File: src/rtl/mips_pipe_pkg.sv
// rtl/mips_pipe_pkg.sv - shared encodings for the pipeline hazard controller
// Purpose: forwarding-mux select codes (MX1/MX2) and the hazard FSM state type.
// Ports: none (package).
package mips_pipe_pkg;

    // Forwarding mux selects for ID-stage operands
    localparam logic [1:0] FWD_RF  = 2'b00;  // register file read data
    localparam logic [1:0] FWD_EX  = 2'b01;  // ALU result of the instruction in EX
    localparam logic [1:0] FWD_MEM = 2'b10;  // MEM stage result (ALU or load data)
    localparam logic [1:0] FWD_WB  = 2'b11;  // write-back value PW

    typedef enum logic [1:0] {
        ST_RUN        = 2'd0,
        ST_LOAD_STALL = 2'd1,
        ST_FREEZE     = 2'd2
    } hazard_state_t;

endpackage

File: src/rtl/hazard_fwd_sel.sv
// rtl/hazard_fwd_sel.sv - per-operand match and forwarding priority encoder
// Purpose: compares one ID source specifier against EX, MEM and WB destinations
//          and picks the youngest producer; flags a load in EX feeding it.
// Ports:
//   src, uses                       source specifier and its read flag
//   ex_reg, ex_rf_enable, ex_load   destination, write enable, load flag in EX
//   mem_reg, mem_rf_enable          destination and write enable in MEM
//   wb_reg, wb_rf_enable            destination and write enable in WB
//   sel                             2-bit MX select (mips_pipe_pkg FWD_*)
//   ex_load_match                   operand depends on a load still in EX
module hazard_fwd_sel
    import mips_pipe_pkg::*;
#(
    parameter int REG_W = 5
) (
    input  logic [REG_W-1:0] src,
    input  logic             uses,
    input  logic [REG_W-1:0] ex_reg,
    input  logic             ex_rf_enable,
    input  logic             ex_load,
    input  logic [REG_W-1:0] mem_reg,
    input  logic             mem_rf_enable,
    input  logic [REG_W-1:0] wb_reg,
    input  logic             wb_rf_enable,
    output logic [1:0]       sel,
    output logic             ex_load_match
);

    logic src_live;
    logic ex_hit;
    logic mem_hit;
    logic wb_hit;

    // $0 is hardwired to zero, so it never needs a producer
    assign src_live = uses && (src != '0);

    assign ex_hit  = src_live && ex_rf_enable  && (ex_reg  == src);
    assign mem_hit = src_live && mem_rf_enable && (mem_reg == src);
    assign wb_hit  = src_live && wb_rf_enable  && (wb_reg  == src);

    assign ex_load_match = ex_hit && ex_load;

    // Youngest producer wins: EX holds the newest value for the register
    always_comb begin
        sel = FWD_RF;
        if (ex_hit) begin
            sel = FWD_EX;
        end else if (mem_hit) begin
            sel = FWD_MEM;
        end else if (wb_hit) begin
            sel = FWD_WB;
        end
    end

endmodule

File: src/rtl/pipeline_hazard_ctrl.sv
// rtl/pipeline_hazard_ctrl.sv - hazard detection and forwarding control for the 5-stage pipeline
// Purpose: drives PC/IF-ID load enables, ID/EX bubble, pipeline freeze and
//          MX1/MX2 forwarding selects from stage destination/control state.
// Optional feature: PIPE_STALL_STATS_EN adds the saturating STALL_COUNT port.
// Ports:
//   Clk, Reset                       clock, synchronous active-high reset
//   ID_RS, ID_RT, ID_USES_RS/RT      IF/ID source operands and read flags
//   EX_REG, EX_RF_ENABLE, EX_LOAD_INSTR   instruction in EX
//   MEM_REG, MEM_RF_ENABLE           instruction in MEM
//   WB_REG, WB_RF_ENABLE             instruction in WB
//   MEM_BUSY                         data memory not ready
//   PC_LE, IF_ID_LE                  front-end load enables
//   ID_EX_NOP                        zero ID/EX control (bubble)
//   PIPE_HOLD                        ID/EX, EX/MEM, MEM/WB hold
//   FWD_A, FWD_B                     MX1/MX2 selects
//   STALL_COUNT                      stall cycle counter (stats build only)
module pipeline_hazard_ctrl
    import mips_pipe_pkg::*;
#(
    parameter int REG_W = 5,
    parameter int CNT_W = 32
) (
    input  logic             Clk,
    input  logic             Reset,
    input  logic [REG_W-1:0] ID_RS,
    input  logic [REG_W-1:0] ID_RT,
    input  logic             ID_USES_RS,
    input  logic             ID_USES_RT,
    input  logic [REG_W-1:0] EX_REG,
    input  logic             EX_RF_ENABLE,
    input  logic             EX_LOAD_INSTR,
    input  logic [REG_W-1:0] MEM_REG,
    input  logic             MEM_RF_ENABLE,
    input  logic [REG_W-1:0] WB_REG,
    input  logic             WB_RF_ENABLE,
    input  logic             MEM_BUSY,
    output logic             PC_LE,
    output logic             IF_ID_LE,
    output logic             ID_EX_NOP,
    output logic             PIPE_HOLD,
    output logic [1:0]       FWD_A,
    output logic [1:0]       FWD_B
`ifdef PIPE_STALL_STATS_EN
    ,
    output logic [CNT_W-1:0] STALL_COUNT
`endif
);

    hazard_state_t state;
    hazard_state_t state_next;

    logic [1:0] sel_a;
    logic [1:0] sel_b;
    logic       load_match_a;
    logic       load_match_b;
    logic       load_use;

    hazard_fwd_sel #(.REG_W(REG_W)) u_sel_a (
        .src           (ID_RS),
        .uses          (ID_USES_RS),
        .ex_reg        (EX_REG),
        .ex_rf_enable  (EX_RF_ENABLE),
        .ex_load       (EX_LOAD_INSTR),
        .mem_reg       (MEM_REG),
        .mem_rf_enable (MEM_RF_ENABLE),
        .wb_reg        (WB_REG),
        .wb_rf_enable  (WB_RF_ENABLE),
        .sel           (sel_a),
        .ex_load_match (load_match_a)
    );

    hazard_fwd_sel #(.REG_W(REG_W)) u_sel_b (
        .src           (ID_RT),
        .uses          (ID_USES_RT),
        .ex_reg        (EX_REG),
        .ex_rf_enable  (EX_RF_ENABLE),
        .ex_load       (EX_LOAD_INSTR),
        .mem_reg       (MEM_REG),
        .mem_rf_enable (MEM_RF_ENABLE),
        .wb_reg        (WB_REG),
        .wb_rf_enable  (WB_RF_ENABLE),
        .sel           (sel_b),
        .ex_load_match (load_match_b)
    );

    assign load_use = load_match_a || load_match_b;

    always_ff @(posedge Clk) begin
        if (Reset) begin
            state <= ST_RUN;
        end else begin
            state <= state_next;
        end
    end

    always_comb begin
        PC_LE      = 1'b1;
        IF_ID_LE   = 1'b1;
        ID_EX_NOP  = 1'b0;
        PIPE_HOLD  = 1'b0;
        FWD_A      = sel_a;
        FWD_B      = sel_b;
        state_next = ST_RUN;

        if (Reset) begin
            PC_LE     = 1'b0;
            IF_ID_LE  = 1'b0;
            ID_EX_NOP = 1'b1;
            FWD_A     = FWD_RF;
            FWD_B     = FWD_RF;
        end else if (MEM_BUSY) begin
            // Freeze beats load-use; detection is redone once memory is ready
            PC_LE      = 1'b0;
            IF_ID_LE   = 1'b0;
            PIPE_HOLD  = 1'b1;
            state_next = ST_FREEZE;
        end else begin
            case (state)
                ST_LOAD_STALL: begin
                    // Load has moved to MEM; the bubble is in EX, so release
                    state_next = ST_RUN;
                end
                default: begin
                    if (load_use) begin
                        PC_LE      = 1'b0;
                        IF_ID_LE   = 1'b0;
                        ID_EX_NOP  = 1'b1;
                        state_next = ST_LOAD_STALL;
                    end
                end
            endcase
        end
    end

`ifdef PIPE_STALL_STATS_EN
    logic [CNT_W-1:0] stall_count;

    always_ff @(posedge Clk) begin
        if (Reset) begin
            stall_count <= '0;
        end else if (!PC_LE && (stall_count != '1)) begin
            stall_count <= stall_count + CNT_W'(1);
        end
    end

    assign STALL_COUNT = stall_count;
`else
    // Keeps CNT_W referenced when the counter is compiled out
    logic [CNT_W-1:0] stall_cnt_unused;
    assign stall_cnt_unused = '0;
`endif

endmodule

File: config.mk
export PLATFORM = sky130hd
export DESIGN_NAME = pipeline_hazard_ctrl
export DESIGN_NICKNAME = d
export VERILOG_FILES = /design/src/rtl/mips_pipe_pkg.sv /design/src/rtl/hazard_fwd_sel.sv /design/src/rtl/pipeline_hazard_ctrl.sv
export SDC_FILE = /design/constraint.sdc
export NUM_CORES = 1
export LEC_CHECK = 0
export ABC_AREA = 1
export BUFFER_PORTS_ARGS = -buffer_cell sky130_fd_sc_hd__buf_2
export CELL_PAD_IN_SITES_DETAIL_PLACEMENT = 1
export CELL_PAD_IN_SITES_GLOBAL_PLACEMENT = 2
export CORE_MARGIN = 5
export CORE_UTILIZATION = 19
export CTS_CLUSTER_DIAMETER = 40
export DETAILED_ROUTE_END_ITERATION = 10
export PLACE_DENSITY = 0.9
export SYNTH_ARGS = -nofsm -noshare
export SYNTH_HDL_FRONTEND = slang
export SYNTH_HIERARCHICAL = 1
export SYNTH_SLANG_ARGS = --single-unit
File: constraint.sdc
create_clock -name Clk -period 1.13 [get_ports Clk]
set_input_delay 0.0565 -clock Clk [delete_from_list [all_inputs] [get_ports Clk]]
set_output_delay 0.0565 -clock Clk [all_outputs]
set_load 0.02 [all_outputs]
==> results.cfg <==
[routing]
drt_pass1_iterations = 4
routed_via_density = 4.18
wirelength_um = 3280
vias = 1217
wl_per_cell_um = 11.3
route.detailed.drc = 0
drt.antenna.violating_nets = 0
drt_iter0_drc = 36

[setup_path]
crit_path_max_incr_delay_ns = 0.15
end_kind = output port
critPathRequiredTime_ns = 1.07
crit_chain = buf_4 -> nand2_1 -> o21ai_1 -> nor2_1 -> nand3_1 -> nor2_2 -> inv_2 -> nor2_2 -> inv_1 -> nand2_2 -> nand3_2 -> nand2_2 -> buf_6
cp_slowest_cell = nor2_2
arrival_ns = 1.19
startpoint_type = primary input
reg2regPathDepth = 4
cp_max_fo = 4
path_class = in -> out

[status]
violations = negative setup slack
status = complete, but fails checks

[yosys]
synth_flop_cell = dfxtp_1
ys_top_cells_by_area = nand2_1 28%, inv_1 17%, nor2_1 14%, nand3_1 8.0%, dfxtp_1 5.0%
synth_area_per_cell_sq_um = 4.49
yosysTopAreaCell = nand2_1
netlist_instances = 180
ys_warn_count = 6
synth.top_cell.area_share = 0.279
yosysUniqueCellTypes = 18
syn_area_sq_um = 808
synth-async-reset-ratio = 0
synth.most_common_cell = nand2_1
syn_nets = 214
synth_common_cells = 60 x nand2_1, 36 x inv_1, 30 x nor2_1
ys_ff_latch = 2
yosysSeqAreaShare = 0.0495
synth_edf_count = 0

[layout]
n_fill_cell = 571
drive_gt1_frac = 0.465
layout.nets = 277
areaGrowthSynthToFinish_pct = 85.4
post-route-util = 0.369
largest_register_ff_count = 2
diodes = 0
reg_top3 = state x2
top_register = state

[clock_tree]
htreeDepth = 1
clock-sinks = 2
worst_skew_pair.late_latency_ns = 0.21
clock-root-buffer = clkbuf_8
cts_tree = built
max-clock-path-buffers = 2
clk_pin_slew_worst_paths_ns = 0.03
numCtsBuffers = 3

[min_path]
holdPathStages = 4
hp-class = in -> reg

[die]
start_util = 0.199
die_w_um = 75.2
die_height_um = 75.2
ioPinCount = 42
die_area_sq_um = 5660
core_sq_um = 4060
rows = 23

[placement]
dp_slack_ns = -0.260
portBuffers = 41
gp_congestion = 0.777
hpwl_um = 2670

[timing]
setup_viol = 8
max_slew_margin = 0.866
slew_viol_final = 0
grt_setup_unrepaired = yes
timing.final.ws_setup_ns = -0.114
max_slew.worst_pin.slew_ns = 0.200
period_share = 1.10
fin_worst_skew_ns = 0.000354
fin_hold_ws_ns = 0.141
hold_violations = 0
period_needed_ns = 1.24
fmax_mhz = 804

[grt]
grt_max_degree = 9
overflow = 0
grt_pass1_wl_um = 5440
grtUsageTotal = 0.123
antenna_found_initial = 0
grt_pass1_vias = 1276

[flow_run]
cap_viol_max_count = 0

[pwr]
power.leakage_nw = 0.842
peakVddDrop_uv = 177
p_per_area_nw_per_um2 = 537
## critical path: cells and delay by family
kind | cells | cell delay (ns)
buffers and inverters | 4 | 0.35
and+or+nand+nor | 8 | 0.73
AOI/OAI and AO/OA | 1 | 0.06
## through the flow
stage / setup TNS (ns) / total power, mW / instance area, sq um / cells
floorplan: 0 / 0.250 / 808 / 180
global placement: -0.814 / 0.411 / 1140 / 280
detailed placement: -1.15 / 0.417 / 1140 / 280
CTS: -0.795 / 0.768 / 1380 / 290
global route: -1.55 / 0.880 / 1500 / 291
finish: -0.608 / 0.805 / 1500 / 291
## per-layer routing
| metal | vias up | share of wire | global-route usage | wire length (um) |
|---|---|---|---|---|
| met3 | 6 | 0.039 | 0.00801 | 129 |
| met2 | 25 | 0.52 | 0.229 | 1690 |
| li1 | 644 | - | - | - |
| met1 | 542 | 0.42 | 0.152 | 1390 |
| met5 | - | 0 | 0 | 0 |
| met4 | 0 | 0.021 | 0.0330 | 70 |
## final cells by class
type	instances	area, sq um	area share
Inverter	48	203	0.135
Tap cell	50	62.6	0.0417
Multi-Input combinational cell	128	659	0.440
Clock buffer	3	41.3	0.0275
Timing Repair Buffer	60	493	0.329
Sequential cell	2	40.0	0.0267
## cells in the final DEF (no fill, tap or decap)
master	Yosys	routed
clkbuf_8	0	3
a21oi_1	2	2
or2_0	2	2
buf_4	1	21
buf_6	1	16
xor2_1	4	4
a21boi_1	2	2
inv_2	10	9
buf_2	0	19
nor2_1	30	23
o21ai_2	0	2
inv_1	36	30
nand2_2	0	12
dfxtp_1	2	2
inv_4	0	5
o21ai_1	2	5
clkinv_1	2	2
nand2_1	60	48
nand3_2	0	5
nor2_4	1	3
nor2_2	5	10
nand3_1	13	8
a21boi_2	1	1
o21ai_0	6	1
inv_6	0	2
buf_8	0	4
## repair_timing
action,4_1_cts,5_1_grt
pin swaps,23,26
gates resized for setup,45,41
buffers inserted,7,1
hold buffers,0,0
gates cloned,0,0
endpoints found under the setup margin,7,8
## power by group
group	internal, mW	switching, mW	leakage (nW)
Combinational	0.217	0.236	0.804
Sequential	0.0733	0.000458	0.0164
Clock	0.225	0.0523	0.0216
Total	0.515	0.289	0.842
## worst paths after layout
check                            from             endpoint  slack (ns)
hold reg to reg   state[0]$_SDFF_PP0_  state[0]$_SDFF_PP0_        0.58
hold / removal               MEM_BUSY  state[0]$_SDFF_PP0_        0.14
setup / recovery             ID_RT[3]            ID_EX_NOP       -0.11
setup reg to reg  state[1]$_SDFF_PP0_  state[0]$_SDFF_PP0_        0.47
## cells by family after synthesis
group,synth area share
compound gates,0.0944
xor+xnor,0.0433
buf+inv,0.246
flops,0.0495
simple gates,0.567
Note: power is estimated with default switching activity, not from simulation.
